[config.mk]
export PLATFORM = sky130hd
export DESIGN_NAME = int2flt
export DESIGN_NICKNAME = d
export VERILOG_FILES = /design/src/rtl/int2flt_pkg.sv /design/src/rtl/int2flt_norm.sv /design/src/rtl/int2flt.sv
export SDC_FILE = /design/constraint.sdc
export NUM_CORES = 1
export LEC_CHECK = 0
export ABC_AREA = 1
export ABC_CLOCK_PERIOD_IN_PS = 2600
export CAP_MARGIN = 0
export CORE_MARGIN = 3
export CORE_UTILIZATION = 54
export CTS_CLUSTER_SIZE = 25
export DETAILED_ROUTE_END_ITERATION = 8
export GPL_ROUTABILITY_DRIVEN = 0
export PLACE_DENSITY_LB_ADDON = 0.12
export SYNTH_ARGS = -nofsm -noshare
export SYNTH_HDL_FRONTEND = slang
export SYNTH_HIERARCHICAL = 1
export SYNTH_SLANG_ARGS = --single-unit
[constraint.sdc]
create_clock -name clk_i -period 2.6 [get_ports clk_i]
set_clock_uncertainty 0.1 [all_clocks]
set_input_delay 0.26 -clock clk_i [delete_from_list [all_inputs] [get_ports clk_i]]
set_output_delay 0.26 -clock clk_i [all_outputs]
set_load 0.02 [all_outputs]
[src/rtl/int2flt_pkg.sv]
// ============================================================================
// Module  : int2flt_pkg
// Desc    : Shared types, widths and rounding helper for the int-to-half path
// Revision: 1.0 - initial release
// ============================================================================
`default_nettype none

package int2flt_pkg;

    typedef enum logic [3:0] {
        S_IDLE  = 4'd0,
        S_RD_HI = 4'd1,
        S_RD_LO = 4'd2,
        S_CAPT  = 4'd3,
        S_NORM  = 4'd4,
        S_ROUND = 4'd5,
        S_WR_HI = 4'd6,
        S_WR_LO = 4'd7,
        S_DONE  = 4'd8
    } state_t;

    localparam int HALF_BIAS = 15;
    localparam int MAG_W     = 15;
    localparam int MANT_W    = 10;
    localparam int SHIFT_W   = 4;
    localparam int EXP_W     = 5;

    // Round-to-nearest-even on a truncated mantissa; MSB of the return is the carry-out.
    function automatic logic [MANT_W:0] rne_round(
        input logic [MANT_W-1:0] mant,
        input logic              g,
        input logic              s
    );
        logic w_inc;
        w_inc = g & (s | mant[0]);
        return {1'b0, mant} + {{MANT_W{1'b0}}, w_inc};
    endfunction

endpackage

`default_nettype wire

[src/rtl/int2flt_norm.sv]
// ============================================================================
// Module  : int2flt_norm
// Desc    : Magnitude normaliser: shift register, leading-one detect, shift count
// Revision: 1.0 - initial release
// ============================================================================
`default_nettype none

module int2flt_norm
    import int2flt_pkg::*;
(
    input  logic               clk_i,
    input  logic               reset_ni,
    input  logic               i_load,
    input  logic [MAG_W-1:0]   i_load_mag,
    input  logic               i_step,
    output logic [MAG_W-1:0]   o_mag,
    output logic [SHIFT_W-1:0] o_shift,
    output logic               o_done
);

    logic [MAG_W-1:0]   r_mag;
    logic [SHIFT_W-1:0] r_shift;

    always_ff @(posedge clk_i) begin
        if (!reset_ni) begin
            r_mag   <= '0;
            r_shift <= '0;
        end else if (i_load) begin
            r_mag   <= i_load_mag;
            r_shift <= '0;
        end else if (i_step) begin
            r_mag   <= {r_mag[MAG_W-2:0], 1'b0};
            r_shift <= r_shift + {{(SHIFT_W-1){1'b0}}, 1'b1};
        end
    end

    // Zero never acquires a leading one, so it terminates normalisation immediately.
    assign o_done  = (r_mag == '0) | r_mag[MAG_W-1];
    assign o_mag   = r_mag;
    assign o_shift = r_shift;

endmodule

`default_nettype wire

[src/rtl/int2flt.sv]
// ============================================================================
// Module  : int2flt
// Desc    : Sign-magnitude int16 from data memory -> IEEE binary16 (RNE) to memory
// Revision: 1.0 - initial release
// ============================================================================
`default_nettype none

module int2flt
    import int2flt_pkg::*;
#(
    parameter logic [7:0] SRC_ADDR = 8'd64,
    parameter logic [7:0] DST_ADDR = 8'd66
) (
    input  logic        clk_i,
    input  logic        reset_ni,
    input  logic        start_i,
    output logic        busy_o,
    output logic        done_o,
    output logic [7:0]  mem_addr_o,
    output logic        mem_rd_o,
    output logic        mem_wr_o,
    output logic [7:0]  mem_wdata_o,
    input  logic [7:0]  mem_rdata_i,
    output logic [15:0] result_o
);

    localparam logic [EXP_W-1:0] c_exp_top = EXP_W'(HALF_BIAS + MAG_W - 1);
    localparam int               c_g_pos   = MAG_W - 2 - MANT_W;

    state_t r_state;
    state_t w_state_nxt;

    logic [7:0]         r_hi;
    logic               r_sign;
    logic [15:0]        r_result;
    logic [15:0]        r_result_o;

    logic               w_norm_load;
    logic               w_norm_step;
    logic               w_norm_done;
    logic [MAG_W-1:0]   w_mag;
    logic [SHIFT_W-1:0] w_shift;

    logic [MANT_W-1:0]  w_mant_trunc;
    logic               w_guard;
    logic               w_sticky;
    logic [MANT_W:0]    w_rounded;
    logic [EXP_W-1:0]   w_exp;
    logic [15:0]        w_round_result;

    int2flt_norm u_norm (
        .clk_i      (clk_i),
        .reset_ni   (reset_ni),
        .i_load     (w_norm_load),
        .i_load_mag ({r_hi[6:0], mem_rdata_i}),
        .i_step     (w_norm_step),
        .o_mag      (w_mag),
        .o_shift    (w_shift),
        .o_done     (w_norm_done)
    );

    // After normalisation bit MAG_W-1 is the implicit one; the next MANT_W bits are the fraction.
    assign w_mant_trunc = w_mag[MAG_W-2 -: MANT_W];
    assign w_guard      = w_mag[c_g_pos];
    assign w_sticky     = |w_mag[c_g_pos-1:0];
    assign w_rounded    = rne_round(w_mant_trunc, w_guard, w_sticky);
    assign w_exp        = c_exp_top - {1'b0, w_shift} + {{(EXP_W-1){1'b0}}, w_rounded[MANT_W]};

    always_comb begin
        w_round_result = {r_sign, w_exp, w_rounded[MANT_W-1:0]};
        if (w_mag == '0) begin
            w_round_result = {r_sign, 15'b0};
        end
    end

    always_ff @(posedge clk_i) begin
        if (!reset_ni) begin
            r_state    <= S_IDLE;
            r_hi       <= '0;
            r_sign     <= 1'b0;
            r_result   <= '0;
            r_result_o <= '0;
        end else begin
            r_state <= w_state_nxt;
            if (r_state == S_RD_LO) begin
                r_hi <= mem_rdata_i;
            end
            if (r_state == S_CAPT) begin
                r_sign <= r_hi[7];
            end
            if (r_state == S_ROUND) begin
                r_result <= w_round_result;
            end
            if (r_state == S_WR_LO) begin
                r_result_o <= r_result;
            end
        end
    end

    always_comb begin
        w_state_nxt = r_state;
        busy_o      = 1'b1;
        done_o      = 1'b0;
        mem_addr_o  = 8'd0;
        mem_rd_o    = 1'b0;
        mem_wr_o    = 1'b0;
        mem_wdata_o = 8'd0;
        w_norm_load = 1'b0;
        w_norm_step = 1'b0;

        unique case (r_state)
            S_IDLE: begin
                busy_o = 1'b0;
                if (start_i) begin
                    w_state_nxt = S_RD_HI;
                end
            end
            S_RD_HI: begin
                mem_addr_o  = SRC_ADDR;
                mem_rd_o    = 1'b1;
                w_state_nxt = S_RD_LO;
            end
            S_RD_LO: begin
                mem_addr_o  = SRC_ADDR + 8'd1;
                mem_rd_o    = 1'b1;
                w_state_nxt = S_CAPT;
            end
            S_CAPT: begin
                w_norm_load = 1'b1;
                w_state_nxt = S_NORM;
            end
            S_NORM: begin
                if (w_norm_done) begin
                    w_state_nxt = S_ROUND;
                end else begin
                    w_norm_step = 1'b1;
                end
            end
            S_ROUND: begin
                w_state_nxt = S_WR_HI;
            end
            S_WR_HI: begin
                mem_addr_o  = DST_ADDR;
                mem_wr_o    = 1'b1;
                mem_wdata_o = r_result[15:8];
                w_state_nxt = S_WR_LO;
            end
            S_WR_LO: begin
                mem_addr_o  = DST_ADDR + 8'd1;
                mem_wr_o    = 1'b1;
                mem_wdata_o = r_result[7:0];
                w_state_nxt = S_DONE;
            end
            S_DONE: begin
                busy_o = 1'b0;
                done_o = 1'b1;
                if (start_i) begin
                    w_state_nxt = S_RD_HI;
                end
            end
            default: begin
                busy_o      = 1'b0;
                w_state_nxt = S_IDLE;
            end
        endcase
    end

    assign result_o = r_result_o;

endmodule

`default_nettype wire

After elaboration in Yosys (flattened, before gate mapping)
Index checks and enable logic that the tools add are counted.
{ "word_totals": {"register_bits": 64, "inputBits": 11, "wordCells": 50, "out_inout_bits": 36} }
{ "op_classes": {"addsub": 4, "n_bitwise": 4, "n_eq_ne": 10, "muxes": 15, "reduce_logical": 10} }
{ "op_table": {"columns": ["op", "count"], "rows": [
  ["$mux 15", 3],
  ["$pmux 4 s8", 1],
  ["$pmux 7 s4", 1],
  ["$eq 4x3->1 const B", 4],
  ["$pmux 8 s2", 1],
  ["$logic_not 15->1", 1],
  ["$add 10x1->11", 1],
  ["$eq 4x2->1 const B", 2],
  ["$mux 4", 2],
  ["$reduce_or 2->1", 4],
  ["$mux 1", 7],
  ["$reduce_or 7->1", 1],
  ["$add 5x1->5", 1],
  ["$sub 5x4->5 const A", 1],
  ["$add 4x1->4 const B", 1],
  ["$eq 4x1->1 const B", 1],
  ["$eq 4x4->1 const B", 1],
  ["$logic_not 4->1", 1],
  ["$ne 2x1->1 const B", 2],
  ["$reduce_or 3->1", 1],
  ["$or 1x1->1", 2],
  ["$reduce_and 2->1", 1],
  ["$reduce_bool 2->1", 1],
  ["$and 1x1->1", 1],
  ["$not 1->1", 1]
]} }

Logic depth before layout (Yosys ltp)
{ "depth": {"ltp_word": 6, "ltp_mapped": 13, "ltp_nobuf": 13} }

Hierarchy
Netlist, hierarchy kept.
{ "by_module_without_submodules": {"columns": ["mod", "area_per_inst_um2", "instances", "seq_area_each_um2", "cells_each"], "rows": [
  ["int2flt", 2107.0, 1, 900.9, 308],
  ["int2flt_norm", 980.9, 1, 380.4, 152]
]} }

Worst setup path before layout
No wires, ideal clock.
{ "synth_timing": {"path_type": "flip-flop to flip-flop", "start": "register u_norm.r_mag[3] (netlist: u_norm/o_mag[3])", "end": "register r_result[12]", "stages_incl_launch_ff": 14, "synth_period_minus_slack_ns": 1.940, "required_time_ns": 2.430, "setup_slack_ns": 0.660, "setup_time_ns": 0.070, "n_path_buf": 0, "t_arrival_ns": 1.770, "cell_sequence": "dfxtp_1 nand2_1 inv_1 ha_1 nand2_1 inv_1 nand4_1 nor2_1 ha_1 inv_1 ha_1 xnor2_1 nand3_1 a21oi_1"} }
{ "synth_between": {"elab_chain_len": 4, "word_cells_on_any_way": 5, "classes_between": "2 x add/sub; 1 x mux; 1 x bitwise; 1 x reduce/logical"} }
{ "synth_lines": {"columns": ["item", "line_no", "text"], "rows": [
  ["from (decl)", "int2flt_norm.sv:21", "logic [MAG_W-1:0] r_mag;"],
  ["from (signal assigned)", "int2flt_norm.sv:29", "r_mag <= i_load_mag;"],
  ["from (signal assigned)", "int2flt_norm.sv:32", "r_mag <= {r_mag[MAG_W-2:0], 1'b0};"],
  ["$and 1x1->1", "int2flt_pkg.sv:35", "w_inc = g & (s | mant[0]);"],
  ["$add 10x1->11", "int2flt_pkg.sv:36", "return {1'b0, mant} + {{MANT_W{1'b0}}, w_inc};"],
  ["$add 5x1->5", "int2flt.sv:67", "assign w_exp = c_exp_top - {1'b0, w_shift} + {{(EXP_W-1){1'b0}}, w_rounded[MANT_W]};"],
  ["$mux 15 (*)", "int2flt.sv:71", "if (w_mag == '0) begin"],
  ["to (signal assigned)", "int2flt.sv:92", "r_result <= w_round_result;"],
  ["to (decl)", "int2flt.sv:35", "logic [15:0] r_result;"]
]} }
Mark *: on every way between the ends. The rest lies on a longest branch, timed or not.
A chain may end at the register's enable or synchronous reset.

Worst setup path in the final report
{ "layout_timing": {"start": "register r_state[1]", "end": "output port mem_wdata_o[7]"} }
{ "layout_between": {"elab_chain_len": 2, "word_cells_on_any_way": 3, "classes_between": "2 x eq/ne; 1 x mux"} }
{ "layout_lines": {"columns": ["item", "line_no", "text"], "rows": [
  ["from (decl)", "int2flt.sv:30", "state_t r_state;"],
  ["from (signal assigned)", "int2flt.sv:84", "r_state <= w_state_nxt;"],
  ["$eq 4x3->1", "int2flt.sv:111", "unique case (r_state)"],
  ["$pmux 8 s2 (*)", "int2flt.sv:111", null],
  ["to (decl)", "int2flt.sv:22", "output logic [7:0] mem_wdata_o,"]
]} }
Marks and branches as above.

==> metrics.csv <==
stage;metric;value;unit
run_status;result of the run;complete, no violations;
power;Tot Pwr;2.34;mW
placement;cell count after placement;561;
clock_tree;register clock-pin slew on the reported worst setup and hold paths;0.07;ns
placement;pre-CTS setup slack;0.311;ns
global_routing;fraction of met3 tracks used by global routing;5.70;%
worst_hold_path;cell depth of the worst min-delay path;2;
global_routing;most used routing layer;met2;
final_layout;Core Util, Final;70.2;%
global_routing;global-route congestion overflow total;0;
final_layout;antenna diode instance count;0;
drt;first drt pass iteration count;4;
power;design internal power;1.73;mW
clock_tree;Clock Path Buffers;2;
logic_synthesis;synthesis-stage register bit count;64;
final_layout;number of standard cells in the final layout excluding fillers;576;
power;power share of the combinational group;14.2;%
final_layout;NumNets Final;517;
setup_path;critical path launch point type;flip-flop;
logic_synthesis;count of distinct cell types in the synthesized netlist;32;
power;total power density per cell area;627;nW/um2
run;count of maximum capacitance violations;0;
logic_synthesis;summed instance area of the synthesized netlist;3090;um2
floorplanning;chip height;81.6;um
logic_synthesis;leading area contributor after synthesis;dfxtp_1;
floorplanning;Die X-Extent;81.6;um
logic_synthesis;area share of the largest cell type after synthesis;41.5;%
power;peak supply drop;463;uV
clock_tree;post-cts repair resize count;1;
setup_path;worst-case register-to-register setup slack;0.37;ns
timing;worst hold slack across all endpoints;0.366;ns
drt;average routed wire per standard cell;12.2;um
floorplanning;effective utilization at floorplan;58.2;%
global_routing;initial antenna violation count;0;
timing;f_max;409;MHz
timing;setup-violating endpoint count in the final report;0;
worst_hold_path;Worst Hold Class;reg2reg;
power;part of the power in the clock network;40.7;%
floorplanning;die outline area;6660;um2
setup_path;path depth of the worst reg2reg path;13;
timing;setup repair after global routing missed its margin;no;
final_layout;area delta synth->final;20.6;%
drt;antenna-violating nets left;0;
timing;number of max-slew violations in the final report;0;
power;leakage dissipation;1.63;nW
global_routing;GRT Total Usage;22.9;%
logic_synthesis;top cells by area, synth;dfxtp_1 (41%), nand2_1 (15%), nor2_1 (9.2%);
logic_synthesis;post-synthesis instance total;460;
setup_path;required time at the endpoint of the critical path;2.24;ns
final_layout;finished layout cell area;3720;um2
clock_tree;clock tree from TritonCTS;done;
clock_tree;hold buffer count at cts;0;
clock_tree;worst skew pair latency;0.34;ns
clock_tree;deepest level of the CTS H-tree;3;
setup_path;arrival time reported for the critical path endpoint;2.09;ns
timing;final worst-path cycle share;94.1;%
setup_path;endpoint type of the worst setup path;output pin;
global_routing;global-route wire length before repair;11.6;mm
drt;vias per std cell;5.08;
setup_path;critical-path maximum fanout;16;
floorplanning;number of rows created at floorplan;26;
global_routing;met2 Usage GRT;38.3;%
timing;final number of hold-violating endpoints;0;
drt;initial drt markers;173;
timing;Tightest Pin Transition;0.669;ns
placement;IO Port Bufs;41;
global_routing;number of global-route vias before repair;2542;
timing;post-layout minimum cycle time;2.45;ns
final_layout;fraction of final layout cells with drive strength greater than 1;6.72;%
power;part of the total power dissipated in sequential elements;45.2;%
drt;drc violations;0;
logic_synthesis;sequential share of the synthesized area;41.5;%
setup_path;Worst Setup Path Type;reg2out;
logic_synthesis;Syn Area/Cell;6.71;um2
global_routing;pin count of the biggest net entering global routing;28;
drt;wirelength, routed;7.00;mm
drt;vias;2924;
clock_tree;clock sink total;64;
clock_tree;number of buffers inserted during clock tree synthesis;9;
timing;accumulated negative setup slack;0;ns
floorplanning;floorplan core area;5300;um2
placement;HPWL reported at the end of detailed placement;5.15;mm
placement;cell area after placement;3500;um2
clock_tree;post-CTS repair timing setup buffer count;0;
power;Switch Pwr;0.610;mW
timing;Worst slew margin;55.3;%
timing;final critical-path setup slack;0.152;ns
power;Net Sw Frac;26.1;%
global_routing;global routing usage on met1;28.2;%
floorplanning;I/O pin count;47;
logic_synthesis;Yosys warning total;6;
clock_tree;CTS Root Cell;clkbuf_8;
critical path, cell delays in order (launching register included):
cell,delay (ns)
dfxtp_1,0.43
nand2_1,0.12
inv_1,0.10
nand2_2,0.08
clkinvlp_4,0.21
nand2_1,0.13
nand2_1,0.08
clkdlybuf4s50_1,0.60
state kept, by name, indices dropped and copies added, names as in the netlist:
register and count:
r_state 4, u_norm/o_mag 15, r_hi 8, result_o 16, r_sign 1, u_norm/o_shift 4
r_result 16
routing by layer:
layer | share of wire [%] | vias to the layer above
met2 | 47 | 83
met4 | 2.0 | 0
met1 | 45 | 1297
li1 | - | 1534
met3 | 6.1 | 10
met5 | 0 | -
synth_stat cells:
master and n:
nand2_1 123, nor2_1 76, dfxtp_1 64, nand3_1 56
inv_1 41, a21oi_1 29, o21ai_0 19, buf_4 7
buf_6 6, clkbuf_1 5, ha_1 4, inv_2 4
nand2_2 3, buf_2 2, nand4_1 2, nor2_4 2
o22ai_1 2, a211oi_1 1, a21o_1 1, a22oi_1 1
buf_1 1, clkinv_1 1, conb_1 1, nand3b_1 1
nor2_2 1, nor3_1 1, nor3_4 1, o21ai_1 1
o21bai_1 1, or2_2 1, xnor2_1 1, xor2_1 1
cell usage in the layout (no fill, tap or decap), drive strengths merged:
cell / Yosys / final
a211oi: 1 / 1
a21o: 1 / 1
a21oi: 29 / 29
a22oi: 1 / 1
buf: 16 / 7
bufinv: 0 / 2
clkbuf: 5 / 12
clkdlybuf4s50: 0 / 41
clkinv: 1 / 2
clkinvlp: 0 / 1
conb: 1 / 5
dfxtp: 64 / 64
ha: 4 / 4
inv: 45 / 44
nand2: 126 / 126
nand3: 56 / 56
nand3b: 1 / 1
nand4: 2 / 2
nor2: 79 / 79
nor3: 2 / 2
o21ai: 20 / 20
o21bai: 1 / 1
o22ai: 2 / 2
or2: 1 / 1
xnor2: 1 / 1
xor2: 1 / 1
cells by family (layout without fill, tap and decap cells):
group	after synthesis	count (layout)	share of synthesized area, %
and+or+nand+nor	267	267	36.3
adders and majority gates	4	4	1.62
DFF	64	64	41.5
buffers and inverters	67	109	10.5
AOI/OAI and AO/OA	55	55	9.32
other	1	5	0.121
xor gates and xnor gates	2	2	0.567
final timing paths:
kind                    from              to
max               r_state[1]  mem_wdata_o[7]
min              result_o[6]     result_o[6]
max reg2reg  u_norm/o_mag[3]    r_result[12]
min reg2reg      result_o[6]     result_o[6]
cell type report:
| type | instances | area (um2) |
|---|---|---|
| sequential | 64 | 1280 |
| multi-input combinational | 333 | 1500 |
| tap | 70 | 87.6 |
| clock buffer | 12 | 155 |
| clock inverter | 3 | 65.1 |
| fill | 466 | 1580 |
| inverter | 46 | 176 |
| timing repair buffer | 48 | 463 |
power by group through the flow:
stage               Sequential [mW]  Combinational (mW)  Clock (mW)
global route                   1.06               0.371        1.01
finish                         1.05               0.331       0.950
global placement               1.07               0.329           0
floorplan                      1.07               0.243           0
detailed placement             1.08               0.331           0
CTS                            1.05               0.332       0.970
Note: power is estimated with default switching activity, not from simulation.
==> variant 1 (config.mk and constraints unchanged) <==
Reset style: asynchronous (`reset_ni`), changed in 2 clocked blocks.
--- a/src/rtl/int2flt_norm.sv
+++ b/src/rtl/int2flt_norm.sv
@@ -21,7 +21,7 @@
     logic [MAG_W-1:0]   r_mag;
     logic [SHIFT_W-1:0] r_shift;
 
-    always_ff @(posedge clk_i) begin
+    always_ff @(posedge clk_i or negedge reset_ni) begin
         if (!reset_ni) begin
             r_mag   <= '0;
             r_shift <= '0;
--- a/src/rtl/int2flt.sv
+++ b/src/rtl/int2flt.sv
@@ -73,7 +73,7 @@
         end
     end
 
-    always_ff @(posedge clk_i) begin
+    always_ff @(posedge clk_i or negedge reset_ni) begin
         if (!reset_ni) begin
             r_state    <= S_IDLE;
             r_hi       <= '0;
Formal check against the unedited RTL: differs if reset_ni is asserted again (counterexample within 4 cycles, from zero or initial values and one cycle with reset_ni low); with reset_ni held inactive, the same outputs for 10 cycles.
==> variant 1 against the unedited design <==
  * Wire length fell by 4.6%
  * Cell count shrank 8.2%
  * Die area is 2.0% higher
  * Setup slack better by 0.066 ns
  * Cell area grew 3.2%
  * Sequential cell count did not move
  * Synthesized area rose by 2.1%
  * Critical path type unchanged
  * Largest cell class is now flip-flops and latches
  * Highest routed layer unchanged
Power is not compared: it rests on default switching activity, and its combinational part moved more than twofold at a synthesized area within 25%.
==> variant 1: results (changes against the unedited design) <==
| Metric | Value |
|---|---|
| Sequential area share after synthesis | `0.508 (+0.0928)` |
| Slew at the pin closest to its max-slew limit | `0.805 ns (+0.137 ns)` |
| Drt pass-1 iters | `4 (unchanged)` |
| Synth Area in XOR/XNOR | `0.0111 (+0.00543)` |
| Via Count | `2660 (-9.0%)` |
| Outcome | `completed` |
| DP HPWL | `4.89 mm (-5.1%)` |
| Total global-route track usage | `0.225 (-0.00421)` |
| Number of global-route vias before repair | `2475 (-2.6%)` |
| First-pass GRT wire length | `11.5 mm (-1.1%)` |
| Post-synthesis compound-gate area fraction | `0.0678 (-0.0254)` |
| Share of cells above drive strength 1 | `0.0853 (+0.0181)` |
| Ys async rst share | `1.00 (+1.00)` |
| Number of fill cells in the layout | `452 (-3.0%)` |
| Most area-consuming cells after synthesis | `dfrtp_1 51%, nand2_1 18%, nand3_1 5.4%` |
| Clock slew seen by the registers of the worst setup and hold paths | `0.07 ns (about the same)` |
| Drt total wl | `6.68 mm (-4.6%)` |
| Clk root buf | `clkbuf_8` |
| Synth cell count leaders | `154 x nand2_1, 64 x dfrtp_1, 35 x inv_1` |
| Largest net degree at the start of global routing | `37 (+32%)` |
| Nets | `467 (-9.7%)` |
| Critical path's largest stage delay | `0.62 ns (+0.02 ns)` |
| Post-synthesis adder-cell area fraction | `0.0159 (-0.000341)` |
| Max FO, Critical Path | `8 (-8)` |
| DRT iter0 DRCs | `174 (+0.58%)` |
| Synth cell types | `28 (-13%)` |
[variant 1: changes by cell type in the layout (fill, tap and decap cells not counted), sizes merged, moves of 2 or more]
cell,delta
dfrtp,+64
a22oi,+3
o21ai,+7
nor2,-40
clkbuf,-3
nand3,-22
dfxtp,-64
nand2,+30
a21oi,-24
o22ai,-2
xor2,+2
clkinvlp,+2
[variant 1: worst min-delay path, delay by kind of cell, from the launching register on]
family,cells,cell delay (ns)
DFF,1,0.35
and+or+nand+nor,2,0.10
[variant 1: final cells by class]
type	count	area share
inverter	44	0.0436
clock inverter	7	0.0251
multi-input combinational	286	0.338
timing repair buffer	47	0.121
tap	72	0.0234
sequential	64	0.417
clock buffer	9	0.0322
[variant 1: power by group]
group / internal (mW) / switching (mW)
clock network: 0.539 / 0.397
logic: 0.810 / 1.23
registers: 1.42 / 0.347
total: 2.77 / 1.97
[variant 1: path summary, 6_finish.rpt]
check	depth (start not counted)	endpoint	startpoint	slack [ns]
setup / recovery	6	mem_wdata_o[6]	r_state[3]	0.22
hold / removal	2	r_hi[3]	r_hi[3]	0.38
setup reg to reg	13	r_result[12]	u_norm/o_mag[4]	0.44
hold reg to reg	2	r_hi[3]	r_hi[3]	0.38
max in group asynchronous	3	r_hi[2]	reset_ni	1.32
min in group asynchronous	2	result_o[15]	reset_ni	0.44
[variant 1: cells by family after synthesis]
| logic type | count (synthesis) |
|---|---|
| DFF | 64 |
| adders and majority gates | 4 |
| xor gates and xnor gates | 4 |
| and+or+nand+nor | 234 |
| AOI/OAI and AO/OA | 39 |
| buffers and inverters | 57 |
| other | 1 |
[variant 1: timing repair]
action,in CTS,in global routing
setup buffers,0,0
gates resized for setup,0,1
endpoints found under the hold margin,35,0
hold buffers,1,0
setup endpoints to repair,0,6
[variant 1: layer usage]
metal / track usage / routed length [µm] / vias to the layer above
met4: 0.110 / 161 / 0
li1: - / - / 1363
met3: 0.0434 / 344 / 14
met1: 0.291 / 3130 / 1204
met2: 0.360 / 3040 / 79
met5: 0 / 0 / -
[variant 1: metrics by stage]
stage | cells | hold WS (ns) | total power, mW | setup WS, ns | instance area (µm²)
after floorplan | 407 | -0.136 | 3.12 | 0.624 | 3170
after global placement | 512 | 0.297 | 3.76 | 0.533 | 3610
after detailed placement | 512 | 0.295 | 3.82 | 0.446 | 3610
after CTS | 529 | 0.376 | 4.78 | 0.0876 | 3840
after global routing | 529 | 0.382 | 5.13 | 0.0648 | 3840
final | 529 | 0.380 | 4.74 | 0.219 | 3840
==> variant 2 (config.mk and constraints unchanged) <==
Without the edit above. Re-encode `state_t` (9 states) as one-hot, 9 bits wide.
--- a/src/rtl/int2flt_pkg.sv
+++ b/src/rtl/int2flt_pkg.sv
@@ -7,16 +7,16 @@
 
 package int2flt_pkg;
 
-    typedef enum logic [3:0] {
-        S_IDLE  = 4'd0,
-        S_RD_HI = 4'd1,
-        S_RD_LO = 4'd2,
-        S_CAPT  = 4'd3,
-        S_NORM  = 4'd4,
-        S_ROUND = 4'd5,
-        S_WR_HI = 4'd6,
-        S_WR_LO = 4'd7,
-        S_DONE  = 4'd8
+    typedef enum logic [8:0] {
+        S_IDLE  = 9'b000000001,
+        S_RD_HI = 9'b000000010,
+        S_RD_LO = 9'b000000100,
+        S_CAPT  = 9'b000001000,
+        S_NORM  = 9'b000010000,
+        S_ROUND = 9'b000100000,
+        S_WR_HI = 9'b001000000,
+        S_WR_LO = 9'b010000000,
+        S_DONE  = 9'b100000000
     } state_t;
 
     localparam int HALF_BIAS = 15;
Behaviour: same outputs for any inputs over 10 cycles, from zero or initial values and one cycle with reset_ni low; not proved beyond that.
==> variant 2 against the unedited design <==
  * Fmax fell by 1.3%
  * Power rose by 3.2%
  * Cell area rose by 10%
  * Wire length rose by 13%
  * Sequential cell count rose by 5
  * Utilization fell by 1.8 points
  * Synthesized area rose by 9.1%
  * Cell count rose by 8.9%
  * Setup slack got worse by 0.032 ns
  * Highest routed layer unchanged
==> variant 2: results (changes against the unedited design) <==
| Metric | Value |
|---|---|
| Max FO, Critical Path | `16 (unchanged)` |
| Outcome | `completed` |
| Number of global-route vias before repair | `2999 (+18%)` |
| Number of diodes | `0 (unchanged)` |
| First-pass GRT wire length | `13.7 mm (+17%)` |
| H-tree Lvls | `3 (unchanged)` |
| Ys async rst share | `0 (unchanged)` |
| Hold crit path type | `flip-flop to flip-flop` |
| Worst hold stages | `2 (unchanged)` |
| Peak supply drop | `445 µV (-4.0%)` |
| Largest net degree at the start of global routing | `26 (-7.1%)` |
| Synth cell count leaders | `141 x nand2_1, 73 x nor2_1, 69 x dfxtp_1` |
| DP HPWL | `5.76 mm (+12%)` |
| Via Count | `3230 (+10%)` |
| Met2 wire len | `3.75 mm (+15%)` |
| Drt pass-1 iters | `5 (+1)` |
| Critical path's largest stage delay | `0.59 ns` |
| Clock Latency Late Sink | `0.34 ns (about the same)` |
| Gate power share | `0.101 (-0.041)` |
| Reg-to-reg endpoint | `r_result[12]` |
| Reg2reg setup slack | `0.35 ns (-0.02 ns)` |
| DRT iter0 DRCs | `217 (+25%)` |
| Critical Path End | `mem_wdata_o[2]` |
| Sw Ratio | `0.236 (-0.0249)` |
| Slew headroom | `0.615 (+0.0623)` |
| Num CTS Buffers | `9 (unchanged)` |
| Post-CTS setup buffers | `0 (unchanged)` |
| Total Power | `2.41 mW (+3.2%)` |
| Seq power | `1.09 mW (+4%)` |
| Met3 routed WL | `388 µm (-8.5%)` |
| IO buf count | `41 (unchanged)` |
| WL/cell | `12.6 µm (+3.7%)` |
| Reg2reg path depth | `13 (unchanged)` |
| Pleak | `1.98 nW (+21%)` |
| Synth cell types | `31 (-3.1%)` |
| R2r startpoint | `u_norm/o_mag[3]` |
| Critical path's slowest cell | `clkdlybuf4s50_1` |
| Clk root buf | `clkbuf_8` |
| Worst path arrival time | `2.12 ns (+0.03 ns)` |
| Uppermost layer routed | `met4` |
| Share of cells above drive strength 1 | `0.0924 (+0.0252)` |
| Crit. Startpoint | `r_state[0]` |
| Clock slew seen by the registers of the worst setup and hold paths | `0.08 ns` |
| Total global-route track usage | `0.231 (+0.00273)` |
| Sequential area share after synthesis | `0.410 (-0.00496)` |
| Most area-consuming cells after synthesis | `dfxtp_1 41%, nand2_1 16%, nor2_1 8.1%` |
| Nets | `563 (+8.9%)` |
| M1 WL | `3.63 mm (+14%)` |
| Dominant synthesized flop cell | `dfxtp_1` |
## variant 2: routing by layer
metal / vias up / track usage
li1: 1669 / -
met1: 1459 / 0.312
met2: 90 / 0.372
met3: 12 / 0.0417
met4: 0 / 0.0835
met5: - / 0
## variant 2: stage by stage
step	utilization	hold WS (ns)	worst slack [ns]	instances	cell area (µm²)
6_report	0.684	0.370	0.121	627	4100
5_1_grt	0.684	0.387	0.00805	627	4100
4_1_cts	0.680	0.369	0.00936	626	4070
3_5_place_dp	0.638	0.358	0.179	611	3820
3_3_place_gp	0.638	0.353	0.327	611	3820
2_1_floorplan	-	0.258	0.451	505	3380
## variant 2: layout make-up
class,count,area [µm²]
fill,526,1890
multi-input combinational,363,1670
sequential,69,1380
timing repair buffer,53,513
inverter,52,198
clock buffer,11,151
clock inverter,4,95.1
tap,75,93.8
## variant 2: how the worst min path moves through the flow
stage | from | to | slack, ns
after floorplan | reset_ni | u_norm/o_mag[1] | 0.26
after global placement | result_o[7] | result_o[7] | 0.35
after detailed placement | result_o[4] | result_o[4] | 0.36
after CTS | result_o[4] | result_o[4] | 0.37
after global routing | r_result[1] | r_result[1] | 0.39
final | r_result[0] | r_result[0] | 0.37
## variant 2: worst max-delay path: cells and delay by family, from the launching register on
| kind | cells | cell delay [ns] |
|---|---|---|
| buffers and inverters | 2 | 0.74 |
| AND/OR/NAND/NOR | 6 | 0.69 |
| flip-flops | 1 | 0.34 |
## variant 2: cell families after synthesis
logic type                 share of synthesized area
AOI/OAI and AO/OA                             0.0832
DFF                                            0.410
and+or+nand+nor                                0.376
adders and majority gates                     0.0149
other                                        0.00111
xor gates and xnor gates                      0.0104
buffers and inverters                          0.104
## variant 2: repair_timing
item | CTS | global route
pin swaps | 0 | 1
cloned | 0 | 1
endpoints found under the setup margin | 6 | 16
resized for setup | 1 | 11
